===== src/rtl/bram_rmw_updater.sv =====
// Read-modify-write front end for a true dual-port weight BRAM: port A reads,
// port B writes saturated sums or clear words, with one-deep write forwarding.
`timescale 1ns/1ps
module bram_rmw_updater #(
    parameter int unsigned    AW         = 10,
    parameter int unsigned    DW         = 16,
    parameter logic [DW-1:0]  INIT_VALUE = {DW{1'b0}}
) (
    input  logic          clk,
    input  logic          reset,
    input  logic          clr,
    input  logic          in_valid,
    output logic          in_ready,
    input  logic [AW-1:0] in_addr,
    input  logic [DW-1:0] in_delta,
    output logic          wea,
    output logic [AW-1:0] addra,
    output logic [DW-1:0] dia,
    input  logic [DW-1:0] doa,
    output logic          web,
    output logic [AW-1:0] addrb,
    output logic [DW-1:0] dib,
    output logic          upd_valid,
    output logic [AW-1:0] upd_addr,
    output logic [DW-1:0] upd_data,
    output logic          upd_sat,
    output logic          busy
);

    typedef enum logic [1:0] {
        ST_START = 2'd0,
        ST_CLEAR = 2'd1,
        ST_RUN   = 2'd2,
        ST_DRAIN = 2'd3
    } state_t;

    localparam logic [AW-1:0] CNT_LAST = {AW{1'b1}};

    // Returns {clamped, result}; the top two sum bits disagree only on overflow.
    function automatic logic [DW:0] sat_add(input logic [DW-1:0] a, input logic [DW-1:0] b);
        logic [DW:0] sum;
        sum = {a[DW-1], a} + {b[DW-1], b};
        if (sum[DW] != sum[DW-1]) begin
            if (sum[DW]) begin
                sat_add = {1'b1, 1'b1, {(DW-1){1'b0}}};
            end else begin
                sat_add = {1'b1, 1'b0, {(DW-1){1'b1}}};
            end
        end else begin
            sat_add = {1'b0, sum[DW-1:0]};
        end
    endfunction

    state_t        state_q, state_d;
    logic [AW-1:0] cnt_q, cnt_d;
    logic          s1_v_q, s2_v_q;
    logic [AW-1:0] s1_addr_q, s2_addr_q;
    logic [DW-1:0] s1_delta_q, s2_delta_q;
    logic          fwd_v_q;
    logic [AW-1:0] fwd_addr_q;
    logic [DW-1:0] fwd_data_q;

    logic          in_ready_s;
    logic          accept_s;
    logic          web_s;
    logic          pipe_wr_s;
    logic [AW-1:0] addrb_s;
    logic [DW-1:0] dib_s;
    logic          sat_s;
    logic          fwd_hit_s;
    logic [DW-1:0] old_s;
    logic [DW:0]   sum_s;

    assign fwd_hit_s = fwd_v_q && (fwd_addr_q == s2_addr_q);
    assign old_s     = fwd_hit_s ? fwd_data_q : doa;
    assign sum_s     = sat_add(old_s, s2_delta_q);
    assign accept_s  = in_valid && in_ready_s;

    // Next-state logic and port B mux; port B belongs to CLEAR or to stage 2.
    always_comb begin
        state_d    = state_q;
        cnt_d      = cnt_q;
        in_ready_s = 1'b0;
        web_s      = 1'b0;
        pipe_wr_s  = 1'b0;
        addrb_s    = s2_addr_q;
        dib_s      = INIT_VALUE;
        sat_s      = 1'b0;
        case (state_q)
            ST_START: begin
                state_d = ST_CLEAR;
                cnt_d   = {AW{1'b0}};
            end
            ST_CLEAR: begin
                web_s   = 1'b1;
                addrb_s = cnt_q;
                dib_s   = INIT_VALUE;
                if (clr) begin
                    cnt_d = {AW{1'b0}};
                end else if (cnt_q == CNT_LAST) begin
                    state_d = ST_RUN;
                    cnt_d   = {AW{1'b0}};
                end else begin
                    cnt_d = cnt_q + {{(AW-1){1'b0}}, 1'b1};
                end
            end
            ST_RUN: begin
                in_ready_s = !clr;
                web_s      = s2_v_q;
                pipe_wr_s  = s2_v_q;
                dib_s      = sum_s[DW-1:0];
                sat_s      = s2_v_q && sum_s[DW];
                if (clr) begin
                    state_d = ST_DRAIN;
                end else begin
                    state_d = ST_RUN;
                end
            end
            ST_DRAIN: begin
                web_s     = s2_v_q;
                pipe_wr_s = s2_v_q;
                dib_s     = sum_s[DW-1:0];
                sat_s     = s2_v_q && sum_s[DW];
                if (!s1_v_q && !s2_v_q) begin
                    state_d = ST_CLEAR;
                    cnt_d   = {AW{1'b0}};
                end else begin
                    state_d = ST_DRAIN;
                end
            end
            default: begin
                state_d = ST_START;
                cnt_d   = {AW{1'b0}};
            end
        endcase
    end

    // State, clear counter, two-stage request pipeline and forward register.
    always_ff @(posedge clk or posedge reset) begin
        if (reset) begin
            state_q    <= ST_START;
            cnt_q      <= {AW{1'b0}};
            s1_v_q     <= 1'b0;
            s1_addr_q  <= {AW{1'b0}};
            s1_delta_q <= {DW{1'b0}};
            s2_v_q     <= 1'b0;
            s2_addr_q  <= {AW{1'b0}};
            s2_delta_q <= {DW{1'b0}};
            fwd_v_q    <= 1'b0;
            fwd_addr_q <= {AW{1'b0}};
            fwd_data_q <= {DW{1'b0}};
        end else begin
            state_q    <= state_d;
            cnt_q      <= cnt_d;
            s1_v_q     <= accept_s;
            s1_addr_q  <= accept_s ? in_addr : s1_addr_q;
            s1_delta_q <= accept_s ? in_delta : s1_delta_q;
            s2_v_q     <= s1_v_q;
            s2_addr_q  <= s1_addr_q;
            s2_delta_q <= s1_delta_q;
            fwd_v_q    <= pipe_wr_s;
            fwd_addr_q <= addrb_s;
            fwd_data_q <= dib_s;
        end
    end

    assign in_ready  = in_ready_s;
    assign wea       = 1'b0;
    assign dia       = {DW{1'b0}};
    assign addra     = s1_addr_q;
    assign web       = web_s;
    assign addrb     = addrb_s;
    assign dib       = dib_s;
    assign upd_valid = web_s;
    assign upd_addr  = addrb_s;
    assign upd_data  = dib_s;
    assign upd_sat   = sat_s;
    assign busy      = (state_q != ST_RUN);

endmodule


===== config.mk =====
export PLATFORM = sky130hd
export DESIGN_NAME = bram_rmw_updater
export DESIGN_NICKNAME = d
export VERILOG_FILES = /design/src/rtl/bram_rmw_updater.sv
export SDC_FILE = /design/constraint.sdc
export NUM_CORES = 1
export LEC_CHECK = 0
export BUFFER_PORTS_ARGS = -buffer_cell sky130_fd_sc_hd__buf_2
export CAP_MARGIN = 20
export CORE_ASPECT_RATIO = 0.5
export CORE_MARGIN = 3
export CORE_UTILIZATION = 45
export CTS_BUF_LIST = sky130_fd_sc_hd__clkbuf_16
export DETAILED_ROUTE_END_ITERATION = 10
export PLACE_DENSITY = 0.7
export SLEW_MARGIN = 20
export SYNTH_ARGS = -nofsm -noshare
export SYNTH_HDL_FRONTEND = slang
export SYNTH_SLANG_ARGS = --single-unit

===== constraint.sdc =====
create_clock -name clk -period 6.9 [get_ports clk]
set_input_delay 0.69 -clock clk [delete_from_list [all_inputs] [get_ports clk]]
set_output_delay 0.69 -clock clk [all_outputs]
set_load 0.03 [all_outputs]

==> impl_metrics.ini <==
[outcome]
status = completed

[power_and_ir_drop]
p_int_mw = 0.867
switching_share_pct = 27.0
clkPwrFrac_pct = 39.8
p_leak_nw = 2.90
p_comb_share_pct = 12.4
max-vdd-ir-drop_v = 0.000123
power.switching_mw = 0.321
pwr-share-seq_pct = 47.8
p_per_area_nw_per_um2 = 213

[timing]
period_needed_ns = 4.89
fin_tns_setup_ns = 0
tightest_slew_ns = 0.945
final_max_slew_viol_count = 0
clock_skew_ns = 0.00975
fmax_ghz = 0.205
fin_hold_ws_ns = 0.286
finalHoldViolations = 0
relSlewSlack_pct = 37.0
fin_ws_ns = 2.01
min_period_over_period_pct = 70.8
finalSetupViolCount = 0
grt_setup_unrepaired = false

[place]
place_hpwl_um = 7020
port_buffers = 112
dp_cells = 633
gp_congestion = 0.827
pre_cts_slack_ns = 2.36

[clocking]
postCtsSetupRepairBufs = 0
worstSkewPairLatency_ns = 0.34
htreeDepth = 3
cts_made_buffers = 9
cts_tree = done
cts_hold_buf = 0
ctsResizeCount = 0
clockRootBuffer = clkbuf_16
numClockSinks = 93
path_clk_slew_ns = 0.07
cts.path.max_buffers = 2

[die]
dieArea_sq_um = 12100
core_area_sq_um = 10300
die_height_um = 79.4
start_util_pct = 46.8
top_level_ports = 130
die_x_um = 153
placementRows = 26

[synthesis]
synth_cell_types = 59
synthCells = 415
ys_ff_latch = 93
synthTopCellsByCount = 93 x dfrtp_1, 44 x buf_4, 34 x mux2_1
async_reset_ff_share_pct = 100
synth_top_area_cell = dfrtp_1
synth_top_area_share_pct = 48.0
ys_warn_count = 0
synth_area_sq_um = 4850
synth-edff-count = 0
ys_top_cells_by_area = dfrtp_1 48%, mux2_1 7.9%, buf_4 6.8%, ha_1 4.6%, mux2_2 4.2%
postSynthAreaPerCell_sq_um = 11.7
synthFlopType = dfrtp_1
yosys.cell_count.top_type = dfrtp_1
seq_area_frac_synth_pct = 48.0

[layout]
nets = 569
drive_gt1_share_pct = 33.2
fin_util_pct = 54.0
synthToLayoutAreaGrowth_pct = 15.3
stdcell_count = 649
fill_cells = 931
antennaDiodeCount = 0

[critical_path]
critPathLaunchType = register
crit_fanout = 16
reg2reg_setup_slack_ns = 3.16
arrival_ns = 4.20
crit_type = reg -> out
end_kind = output pin
worstPathRequired_ns = 6.21

[detailed_routing]
vias = 3181
via_per_inst = 4.90
ant_nets = 0
drc = 0
drt_iter0_markers = 148
wirelength_um = 9370
drtPass1Iterations = 4
wire_per_inst_um = 14.4

[grt]
gr-usage-met1_pct = 22.4
overflow = 0
grt_use_total_pct = 15.9
grt_pass1_wl_um = 15300
grt_busiest_layer = met2
met2_usage_pct = 24.7
antenna_found_initial = 0
grt_max_degree = 73
grt_pass1_vias = 3039
use_met3_pct = 4.01

[hold_path]
min_path_type = in -> async

[run]
maxCapViolCount = 0
-- worst max-delay path, stage by stage, from the launching register on --
cell and delay, ns:
dfrtp_1 0.39, xnor2_1 0.19, nand4_1 0.16, nor3_2 0.24, buf_4 0.30, mux2_1 0.18, ha_1 0.20, inv_1 0.07
fa_1 0.39, nand3b_1 0.19, a21o_1 0.20, a21oi_2 0.19, a21o_2 0.22, o22ai_1 0.17, maj3_1 0.36, nor2_1 0.17
buf_2 0.23
-- layout make-up --
class | instances | area [sq um] | share of cell area (%)
clock buffers | 9 | 225 | 4.03
repair buffers | 115 | 583 | 10.4
inverters | 10 | 40.0 | 0.717
clock inverters | 7 | 63.8 | 1.14
well taps | 140 | 175 | 3.14
flip-flops and latches | 93 | 2330 | 41.7
multi-input cells | 275 | 2170 | 38.9
-- cell usage in the layout, fill, tap and decap left out, types with 3 or more instances in the layout --
cell	count
a21o_1	5
a21oi_1	21
a22o_1	7
and2_1	3
and3_1	6
buf_2	112
buf_4	3
clkbuf_16	9
conb_1	17
dfrtp_1	93
ha_1	18
inv_1	9
maj3_1	3
mux2_1	34
mux2_2	18
nand2_1	21
nand3_1	6
nor2_1	19
nor3_1	5
o21a_1	7
o21ai_0	4
o21ai_1	8
o31a_1	4
xnor2_1	20
xor2_1	7
-- power by group through the flow --
stage	Combinational [mW]	Sequential (mW)	Clock [mW]
after floorplan	0.117	0.581	0
after global placement	0.147	0.578	0
after detailed placement	0.148	0.578	0
after CTS	0.149	0.568	0.489
after global routing	0.164	0.569	0.511
final	0.148	0.568	0.473
-- per-layer routing --
metal	share of wire [%]	wire, um
met3	4.4	415
met2	45	4230
met5	0	0
met1	49	4600
met4	1.3	119
-- kinds of logic after synthesis --
logic type,count (synthesis),share of synthesized area (%)
adder cells (fa/ha/maj),22,5.68
buffers and inverters,63,8.39
AO/OA/AOI/OAI,79,12.6
multiplexers,52,12.1
AND/OR/NAND/NOR,77,7.95
flip-flops,93,48.0
other,1,0.0774
XOR/XNOR,28,5.22
-- worst paths after layout --
path,startpoint,cells past startpoint,end
max,s2_addr_q[1]$_DFF_PP0_,16,upd_data[1]
min,reset,2,s2_addr_q[2]$_DFF_PP0_
max reg2reg,s2_addr_q[1]$_DFF_PP0_,15,fwd_data_q[14]$_DFF_PP0_
min reg2reg,s1_delta_q[14]$_DFFE_PP0P_,0,s2_delta_q[14]$_DFF_PP0_
max in group asynchronous,reset,3,s1_delta_q[6]$_DFFE_PP0P_
min in group clk,s1_delta_q[14]$_DFFE_PP0P_,0,s2_delta_q[14]$_DFF_PP0_
-- flip-flops by register name, indices dropped and copies added (netlist names), 2 cells and up --
| signal | cells |
|---|---|
| s2_addr_q | 10 |
| fwd_addr_q | 10 |
| addra | 10 |
| s2_delta_q | 16 |
| state_q | 2 |
| s1_delta_q | 16 |
| cnt_q | 10 |
| fwd_data_q | 16 |
-- through the flow --
stage               instance area, sq um  power (mW)
global placement                    5300       0.725
global route                        5590        1.24
detailed placement                  5300       0.726
floorplan                           4910       0.697
CTS                                 5590        1.21
finish                              5590        1.19
Note: power is estimated with default switching activity, not from simulation.
